**src/rtl/bram_copy_dma.sv**
```systemverilog
// Block-copy engine driving both ports of a 16-bit true dual-port BRAM.
// Port A streams reads from the source range; port B writes each word one
// cycle later to the destination range, giving one word per cycle.
module bram_copy_dma #(
    parameter int unsigned ADDR_WIDTH = 9
) (
    input  logic                  clk,
    input  logic                  reset,
    input  logic                  start,
    input  logic                  abort,
    input  logic [ADDR_WIDTH-1:0] src_addr,
    input  logic [ADDR_WIDTH-1:0] dst_addr,
    input  logic [ADDR_WIDTH:0]   len,
    output logic                  busy,
    output logic                  done,
    output logic                  aborted,
    output logic [ADDR_WIDTH:0]   count,
    output logic                  en_a,
    output logic                  we_a,
    output logic [ADDR_WIDTH-1:0] addr_a,
    input  logic [15:0]           dout_a,
    output logic                  en_b,
    output logic                  we_b,
    output logic [ADDR_WIDTH-1:0] addr_b,
    output logic [15:0]           din_b
);

    localparam int unsigned CW = ADDR_WIDTH + 1;

    typedef enum logic [1:0] {
        IDLE,
        RUN,
        DRAIN,
        FIN
    } state_t;

    state_t                state_q,   state_d;
    logic                  busy_q,    busy_d;
    logic                  done_q,    done_d;
    logic                  aborted_q, aborted_d;
    logic                  en_a_q,    en_a_d;
    logic                  en_b_q,    en_b_d;
    logic [ADDR_WIDTH-1:0] addr_a_q,  addr_a_d;
    logic [ADDR_WIDTH-1:0] addr_b_q,  addr_b_d;
    logic [ADDR_WIDTH-1:0] dst_ptr_q, dst_ptr_d;
    logic [ADDR_WIDTH-1:0] rd_left_q, rd_left_d;
    logic [ADDR_WIDTH:0]   count_q,   count_d;

    // Next-state and registered-output computation for the copy sequencer.
    // Each RUN cycle schedules the write for the read issued that cycle, so
    // the write lands exactly when the BRAM returns the read data.
    always_comb begin
        state_d   = state_q;
        busy_d    = busy_q;
        done_d    = 1'b0;
        aborted_d = aborted_q;
        en_a_d    = 1'b0;
        en_b_d    = 1'b0;
        addr_a_d  = addr_a_q;
        addr_b_d  = addr_b_q;
        dst_ptr_d = dst_ptr_q;
        rd_left_d = rd_left_q;
        count_d   = count_q + CW'(en_b_q);

        unique case (state_q)
            IDLE: begin
                if (start) begin
                    count_d   = '0;
                    aborted_d = 1'b0;
                    dst_ptr_d = dst_addr;
                    if (len == '0) begin
                        done_d  = 1'b1;
                        state_d = FIN;
                    end else begin
                        busy_d    = 1'b1;
                        en_a_d    = 1'b1;
                        addr_a_d  = src_addr;
                        // len of 2^ADDR_WIDTH has zero low bits; wrapping gives all-ones
                        rd_left_d = len[ADDR_WIDTH-1:0] - ADDR_WIDTH'(1);
                        state_d   = RUN;
                    end
                end
            end
            RUN: begin
                en_b_d    = 1'b1;
                addr_b_d  = dst_ptr_q;
                dst_ptr_d = dst_ptr_q + ADDR_WIDTH'(1);
                if (rd_left_q != '0 && !abort) begin
                    en_a_d    = 1'b1;
                    addr_a_d  = addr_a_q + ADDR_WIDTH'(1);
                    rd_left_d = rd_left_q - ADDR_WIDTH'(1);
                end else begin
                    state_d = DRAIN;
                end
                if (abort && rd_left_q != '0) begin
                    aborted_d = 1'b1;
                end
            end
            DRAIN: begin
                busy_d  = 1'b0;
                done_d  = 1'b1;
                state_d = FIN;
            end
            FIN: begin
                state_d = IDLE;
            end
            default: begin
                state_d = IDLE;
            end
        endcase
    end

    // State and output registers, cleared asynchronously.
    always_ff @(posedge clk or posedge reset) begin
        if (reset) begin
            state_q   <= IDLE;
            busy_q    <= 1'b0;
            done_q    <= 1'b0;
            aborted_q <= 1'b0;
            en_a_q    <= 1'b0;
            en_b_q    <= 1'b0;
            addr_a_q  <= '0;
            addr_b_q  <= '0;
            dst_ptr_q <= '0;
            rd_left_q <= '0;
            count_q   <= '0;
        end else begin
            state_q   <= state_d;
            busy_q    <= busy_d;
            done_q    <= done_d;
            aborted_q <= aborted_d;
            en_a_q    <= en_a_d;
            en_b_q    <= en_b_d;
            addr_a_q  <= addr_a_d;
            addr_b_q  <= addr_b_d;
            dst_ptr_q <= dst_ptr_d;
            rd_left_q <= rd_left_d;
            count_q   <= count_d;
        end
    end

    assign busy    = busy_q;
    assign done    = done_q;
    assign aborted = aborted_q;
    assign count   = count_q;
    assign en_a    = en_a_q;
    assign we_a    = 1'b0;
    assign addr_a  = addr_a_q;
    assign en_b    = en_b_q;
    assign we_b    = en_b_q;
    assign addr_b  = addr_b_q;
    assign din_b   = dout_a;

endmodule

```
**config.mk**
```make
export PLATFORM = sky130hd
export DESIGN_NAME = bram_copy_dma
export DESIGN_NICKNAME = d
export VERILOG_FILES = /design/src/rtl/bram_copy_dma.sv
export SDC_FILE = /design/constraint.sdc
export NUM_CORES = 1
export LEC_CHECK = 0
export CAP_MARGIN = 10
export CORE_AREA = 2 2 112 81
export DETAILED_ROUTE_END_ITERATION = 7
export DIE_AREA = 0 0 114 83
export PLACE_DENSITY = 0.77
export RECOVER_POWER = 25
export SYNTH_ARGS = -nofsm -noshare
export SYNTH_HDL_FRONTEND = slang
export SYNTH_SLANG_ARGS = --single-unit
export TNS_END_PERCENT = 1
```
**constraint.sdc**
```tcl
create_clock -name clk -period 5.46 [get_ports clk]
set_clock_uncertainty 0.2 [all_clocks]
set_input_delay 0.819 -clock clk [delete_from_list [all_inputs] [get_ports clk]]
set_output_delay 0.819 -clock clk [all_outputs]
set_load 0.005 [all_outputs]
```
# == Word-level counts from Yosys, hierarchy flattened ==
# Index checks and enable logic that the tools add are counted.
# totals
in_bits,48
elab_cells,67
ff_bits,53
# op_classes
addsub,5
n_reduce_logical,13
n_eq_ne,8
mux,30
# op_table
cell,count
$mux 9,7
$pmux 9 s2,3
$mux 10,2
$add 9x1->9 const B,2
$sub 9x1->9 const B,2
$add 10x1->10,1
$logic_not 10->1,1
$mux 1,10
$ne 2x2->1 const B,5
$reduce_bool 9->1,1
$pmux 1 s2,4
$pmux 2 s4,1
$mux 2,3
$reduce_and 3->1,2
$eq 2x2->1 const B,2
$reduce_and 2->1,2
$reduce_and 4->1,1
$reduce_bool 2->1,2
$eq 2x1->1 const B,1
$logic_and 1x1->1,2
$logic_not 2->1,1
$logic_not 1->1,1

# == Depth between registers and ports, before layout ==
# Gate-level depths: netlist of run 1.
# logic_depth
ltp_word,4
ltp_mapped,12

# == Least setup slack after synthesis of run 1 ==
# No wires, ideal clock.
# synth_timing
kind,reg-to-reg
start,register state_q[1]
end,register rd_left_q[6]
path_buffers,4
arrival_time_ns,2.854
stages_incl_launch_ff,13
slack_ns,2.281
t_required_ns,5.135
path_cell_list,dfrtp_1 inv_1 ha_1 clkbuf_8 clkbuf_1 buf_6 clkbuf_1 mux2i_1 ha_1 o2111ai_1 or3b_2 a41oi_1 a21oi_1
# synth_via
elab_chain_len,3
# synth_lines
item,line,rtl
"start, declared",37,"state_t state_q, state_d;"
"start signal, assigned",128,state_q <= state_d;
$eq 2x1->1 / $logic_not 2->1 (equally long branches),65,unique case (state_q)
$ne 2x2->1 (no source line) / $reduce_bool 2->1 (equally long branches),-,
$reduce_and 4->1 (no source line),-,
"end signal, assigned",137,rd_left_q <= rd_left_d;
"end, declared",46,"logic [ADDR_WIDTH-1:0] rd_left_q, rd_left_d;"
# Parallel ways exist; a longest one is shown, timed or not.
# A chain may end at the register's enable or synchronous reset.

==> results of run 1 <==
[per-stage QoR]
stage               area, um^2  setup WS, ns
CTS                       3980          1.89
detailed placement        3830          1.58
global placement          3830          1.71
global route              3970         0.963
finish                    3970          1.59
floorplan                 3280          2.28
[state kept, by name, summed over array words and instances (netlist names)]
name / flops
addr_b: 9
rd_left_q: 9
state_q: 2
dst_ptr_q: 9
en_a: 1
en_b: 1
aborted: 1
count: 10
addr_a: 9
busy: 1
done: 1
[final timing paths]
check,slack [ns],from,endpoint
worst max-delay path,1.59,reset,addr_a[0]
worst min-delay path,0.31,addr_b[7],addr_b[7]
worst max register to register,1.62,state_q[1],rd_left_q[5]
worst min register to register,0.31,addr_b[7],addr_b[7]
max in group clk,1.62,state_q[1],rd_left_q[5]
min in group asynchronous,1.85,reset,addr_b[0]
[per-layer routing]
metal,up-vias,track usage,wire (um)
met4,0,0.0510,137
met3,19,0.0474,627
met1,1385,0.253,4040
li1,1376,-,-
met2,131,0.274,3630
met5,-,0,0
[critical path: stages]
cell           delay [ns]
dlygate4sd3_1        0.54
clkinv_1             0.05
clkbuf_1             2.01
[cells in the mapped netlist, drive strengths merged, types with 2 or more instances]
master / instances / share of area
o21ai: 31 / 0.047
ha: 9 / 0.034
and2: 5 / 0.011
xnor2: 2 / 0.0053
and3: 2 / 0.0038
a21oi: 36 / 0.055
clkbuf: 11 / 0.016
nor4: 4 / 0.0076
inv: 14 / 0.016
o41ai: 2 / 0.0099
nand2b: 2 / 0.0038
nand2: 22 / 0.025
o31ai: 3 / 0.0069
nand4: 8 / 0.015
nor2: 22 / 0.025
mux2: 12 / 0.042
a221oi: 2 / 0.0073
nor3: 7 / 0.011
o22ai: 7 / 0.013
or3: 8 / 0.016
buf: 24 / 0.060
xor2: 4 / 0.011
nand3: 13 / 0.020
mux2i: 11 / 0.034
nor2b: 3 / 0.0057
dfrtp: 53 / 0.40
a31oi: 14 / 0.027
a41oi: 4 / 0.011
or4: 2 / 0.0057
or2: 5 / 0.0095
[power by group through the flow]
stage          registers (uW)  logic (uW)  clock network [uW]
5_1_grt                   783        1270                 344
2_1_floorplan             719         808                   0
3_3_place_gp              749        1100                   0
3_5_place_dp              759        1140                   0
6_report                  755        1150                 321
4_1_cts                   753        1150                 328
[cell families (layout without fill, tap and decap cells)]
logic type                 after synthesis  after routing  share of synthesized area
and+or+nand+nor                        107            107                      0.169
xor gates and xnor gates                 6              6                     0.0160
adders and majority gates                9              9                     0.0344
buffers and inverters                   50             91                     0.0928
DFF                                     53             53                      0.405
other                                    1              1                    0.00114
AOI/OAI and AO/OA                      109            109                      0.206
muxes                                   23             23                     0.0760
[final cells by class]
class	count	area, um^2	area share
repair buffers	68	669	0.169
well taps	105	131	0.0331
clock inverters	2	13.8	0.00347
clock buffers	6	129	0.0325
multi-input cells	255	1650	0.414
flip-flops and latches	53	1330	0.334
inverters	15	56.3	0.0142
==> metrics, run 1 <==
min Tclk post-route 3.87 ns; worst path required time 5.05 ns; DIE WIDTH 114 um; first-pass GRT wire length 13,900 um; maxcap violations 1; Peak VDD IR 0.173 mV; critical path startpoint category primary input; initial core utilization 0.393; CTS tree yes; CTS max path bufs 2; Hold Path Stages 1; Worst Tran Pin Value 2.86 ns; RSZ-0062 raised after global routing no; FILL cells 780; Avg Synthesized Cell Area 9.15 um^2; drt total wl approximately 8400 um; fraction of registers with async set/reset 1.00; sequential fraction of the synthesis area 0.405; GRT Util Overall 0.180; net count after synthesis 415; die height 83 um; violated checks capacitance limit, slew limit; Via Count between 2,000 and 3,000; worst hold path type flop to flop; sequential fraction of design power 0.339; Fmax 259 MHz; Routability Congestion 0.913; Core Util, Final 0.476; Antenna Cells 0; clock power share 0.144; Register-to-Register Path Depth 7; Int Pwr between 1000 and 1500 uW; ANT nets after route 0; num ports 99; Clock transition at path regs 0.07 ns; Crit Path Category primary input to asynchronous set/reset pin; initial antenna violation count 0; Core Area 8340 um^2; count of yosys warnings during synthesis 0; Worst EP arrival 3.45 ns; 1st-iter DRT viols 287; Clock H-tree levels 2; register bit total from synthesis 53; # placed instances 496; largest net degree at the start of global routing 54; Setup Viol. Count Final 0; CP Max Fanout 53; Power Total 2230 uW; Slew headroom -0.907; Wirelength per Cell 16.7 um; Post-synth EDFFs 0; Cell variety after synth 55; Synth Instances roughly 360; outcome finished with violations; Via density around 5.8; most common cell after layout, fill and taps aside clkdlybuf4s50_1; Final HPWL DP roughly 6000 um; Final Hold Vio Count 0; crit share post-route 0.708; die area approximately 9500 um^2; Final Max Tran Viols 54; final std cells w/o fill 504; clk_lat worst skew 0.30 ns; cts hold-fix bufs 0; PwrDens roughly 560 nW/um^2; Mapped Area 3280 um^2; postcts setup bufs 0; num rows 28; setup tns final 0 ns; WHS 0.306 ns; Sw Ratio 0.418; TritonRoute pass-1 iters 5; root buffer cell clkbuf_16; nets@finish 455; Inserted Clock Buffers 5; DRC violations left 0; P&R area growth vs syn 21.2%; sw power 932 uW; vias in the first global route between 2,000 and 3,000; Worst Setup End Kind asynchronous set/reset pin; Port-buffer cells 65; Synth Flop Type dfrtp_1; total grt overflow 0; most frequent cells in the layout 64 x clkdlybuf4s50_1, 53 x dfrtp_1, 36 x a21oi_1, 31 x o21ai_0; Leak 0.00158 uW; Gate power share 0.517; clk sinks 53; fraction of layout cells with a size suffix above 1 0.0927; post_cts resized 0
Note: power is estimated with default switching activity, not from simulation.
==> run 2: changes to the inputs <==
Clock period 5.46 ns to 3.9 ns, I/O delays scaled along.
==> metrics, run 2 (same netlist as run 1, synthesis figures left out) <==
sw power 1300 uW (+40%); Register-to-Register Path Depth 8 (+1); post_cts resized 0 (unchanged); clk sinks 53 (unchanged); die area 9460 um^2 (unchanged); Crit Path Category flop to flop; Power Total 3120 uW (+40%); first-pass GRT wire length 13,800 um (-0.99%); FF-to-FF Start state_q[1]; GR Layer Usage met1 0.259 (+0.00612); Leak 0.00159 uW (+0.95%); most frequent cells in the layout 64 x clkdlybuf4s50_1, 53 x dfrtp_1, 36 x a21oi_1, 31 x o21ai_0; Final Max Tran Viols 0 (-100%); largest net degree at the start of global routing 41 (-24%); crit share post-route 0.809; Antenna Cells 0 (unchanged); DRC violations left 0 (unchanged); critical path startpoint category flop; Port-buffer cells 65 (unchanged); Clock transition at path regs 0.07 ns (about the same); met3 usage 0.0387 (-0.00876); outcome completed; min Tclk post-route 3.16 ns; Worst Setup End Kind flop; CP Max Fanout 40 (-25%); Wirelength per Cell 16.3 um (-2.5%); Critical path destination rd_left_q[6]; Setup crit start state_q[1]; Inserted Clock Buffers 5 (unchanged); Worst Tran Pin Value 1.25 ns (-1.61 ns); die height 83 um (unchanged); maxcap violations 0 (-1); CTS tree yes; total grt overflow 0 (unchanged); CTS max path bufs 2 (unchanged); Final Hold Vio Count 0 (unchanged); PwrDens 783 nW/um^2 (+40%); Final HPWL DP 6030 um (+0.42%); nets@finish 457 (+0.44%); most common cell after layout, fill and taps aside clkdlybuf4s50_1; vias in the first global route 2,740 (-2.2%); postcts setup bufs 0 (unchanged); worst hold path type flop to flop; Sw Ratio 0.416 (-0.00224); # placed instances 498 (+0.40%); Core Area 8340 um^2 (unchanged); worst reg-to-reg setup slack 0.74 ns (-0.88 ns); Clock H-tree levels 2 (unchanged); post-route cell area 3990 um^2 (+0.54%); Worst EP arrival 3.13 ns (-0.32 ns); ANT nets after route 0 (unchanged); flip-flop count of the largest register after layout 10 (unchanged); clk_lat worst skew 0.29 ns (about the same); setup tns final 0 ns (unchanged); Routability Congestion 0.880 (-3.6%); initial core utilization 0.393 (unchanged); Peak VDD IR 0.306 mV (+77%); Via Count 2,925 (+0.48%); fraction of layout cells with a size suffix above 1 0.102 (+0.00951); P&R area growth vs syn 21.9%; worst path required time 3.87 ns (-1.18 ns); Slew headroom 0.165 (+1.07); Via density 5.78 (about the same); Gate power share 0.518 (about the same); RSZ-0062 raised after global routing no; Int Pwr 1820 uW (+41%); GRT Util Overall 0.177 (-0.00291); root buffer cell clkbuf_16; final std cells w/o fill 506 (+0.40%); num rows 28 (unchanged); Fmax 317 MHz; GRT busiest layer met2; 1st-iter DRT viols 278 (-3.1%); DIE WIDTH 114 um (unchanged); sequential fraction of design power 0.338 (about the same); num ports 99 (unchanged); initial antenna violation count 0 (unchanged); drt total wl 8260 um (-2.1%); placed instance area 3850 um^2 (+0.39%); reg2reg end rd_left_q[6]; clock power share 0.144 (about the same); FILL cells 793 (+1.7%); TritonRoute pass-1 iters 5 (unchanged); met2 global-route usage 0.273 (-0.00108); cts hold-fix bufs 0 (unchanged); Setup Viol. Count Final 0 (unchanged)
==> run 2: changes by cell type in the layout (fill, tap and decap cells not counted), sizes merged <==
cell,previous run,this run
buf,2,5
clkbuf,7,6
inv,14,15
clkinv,3,2
==> run 2: through the flow <==
| step | setup slack, ns | util | hold slack [ns] |
|---|---|---|---|
| 3_3_place_gp | 0.901 | 0.462 | 0.290 |
| 6_report | 0.744 | 0.479 | 0.310 |
| 3_5_place_dp | 0.793 | 0.462 | 0.299 |
| 5_1_grt | 0.536 | 0.479 | 0.335 |
| 2_1_floorplan | 0.721 | - | 0.268 |
| 4_1_cts | 0.776 | 0.479 | 0.316 |
==> run 2: worst min-delay path by stage <==
stage | slack [ns] | endpoint | depth (start not counted) | startpoint
floorplan | 0.27 | dst_ptr_q[6] | 1 | dst_ptr_q[6]
global placement | 0.29 | addr_b[3] | 1 | addr_b[3]
detailed placement | 0.30 | addr_b[2] | 1 | addr_b[2]
CTS | 0.32 | addr_b[2] | 1 | addr_b[2]
global route | 0.33 | addr_b[5] | 1 | addr_b[5]
finish | 0.31 | addr_b[5] | 1 | addr_b[5]
==> run 2: power groups by stage <==
| stage | logic, uW | clock network [uW] | registers (uW) |
|---|---|---|---|
| finish | 1620 | 449 | 1060 |
| global route | 1800 | 480 | 1100 |
| CTS | 1620 | 456 | 1050 |
| detailed placement | 1620 | 0 | 1060 |
| global placement | 1560 | 0 | 1050 |
| floorplan | 1130 | 0 | 1010 |
==> run 2: layer usage <==
layer / wire length [um] / vias up / share of wire
met1: 3810 / 1419 / 0.46
met3: 586 / 9 / 0.071
met4: 41 / 0 / 0.0050
met2: 3820 / 120 / 0.46
li1: - / 1377 / -
met5: 0 / - / 0
==> run 2: cell type report <==
class | instances | area (um^2) | area share
tap | 105 | 131 | 0.0329
clock buffer | 6 | 129 | 0.0323
clock inverter | 2 | 13.8 | 0.00345
inverter | 15 | 56.3 | 0.0141
sequential | 53 | 1330 | 0.332
timing repair buffer | 70 | 688 | 0.172
multi-input combinational | 255 | 1650 | 0.413
==> run 2: worst max-delay path, cell delays in order, from the launching register on <==
cell and delay (ns):
dfrtp_1 0.40, inv_1 0.11, ha_2 0.65, mux2i_1 0.32, ha_1 0.32, o2111ai_1 0.24, or3b_2 0.49, a41oi_1 0.24
a21oi_1 0.06
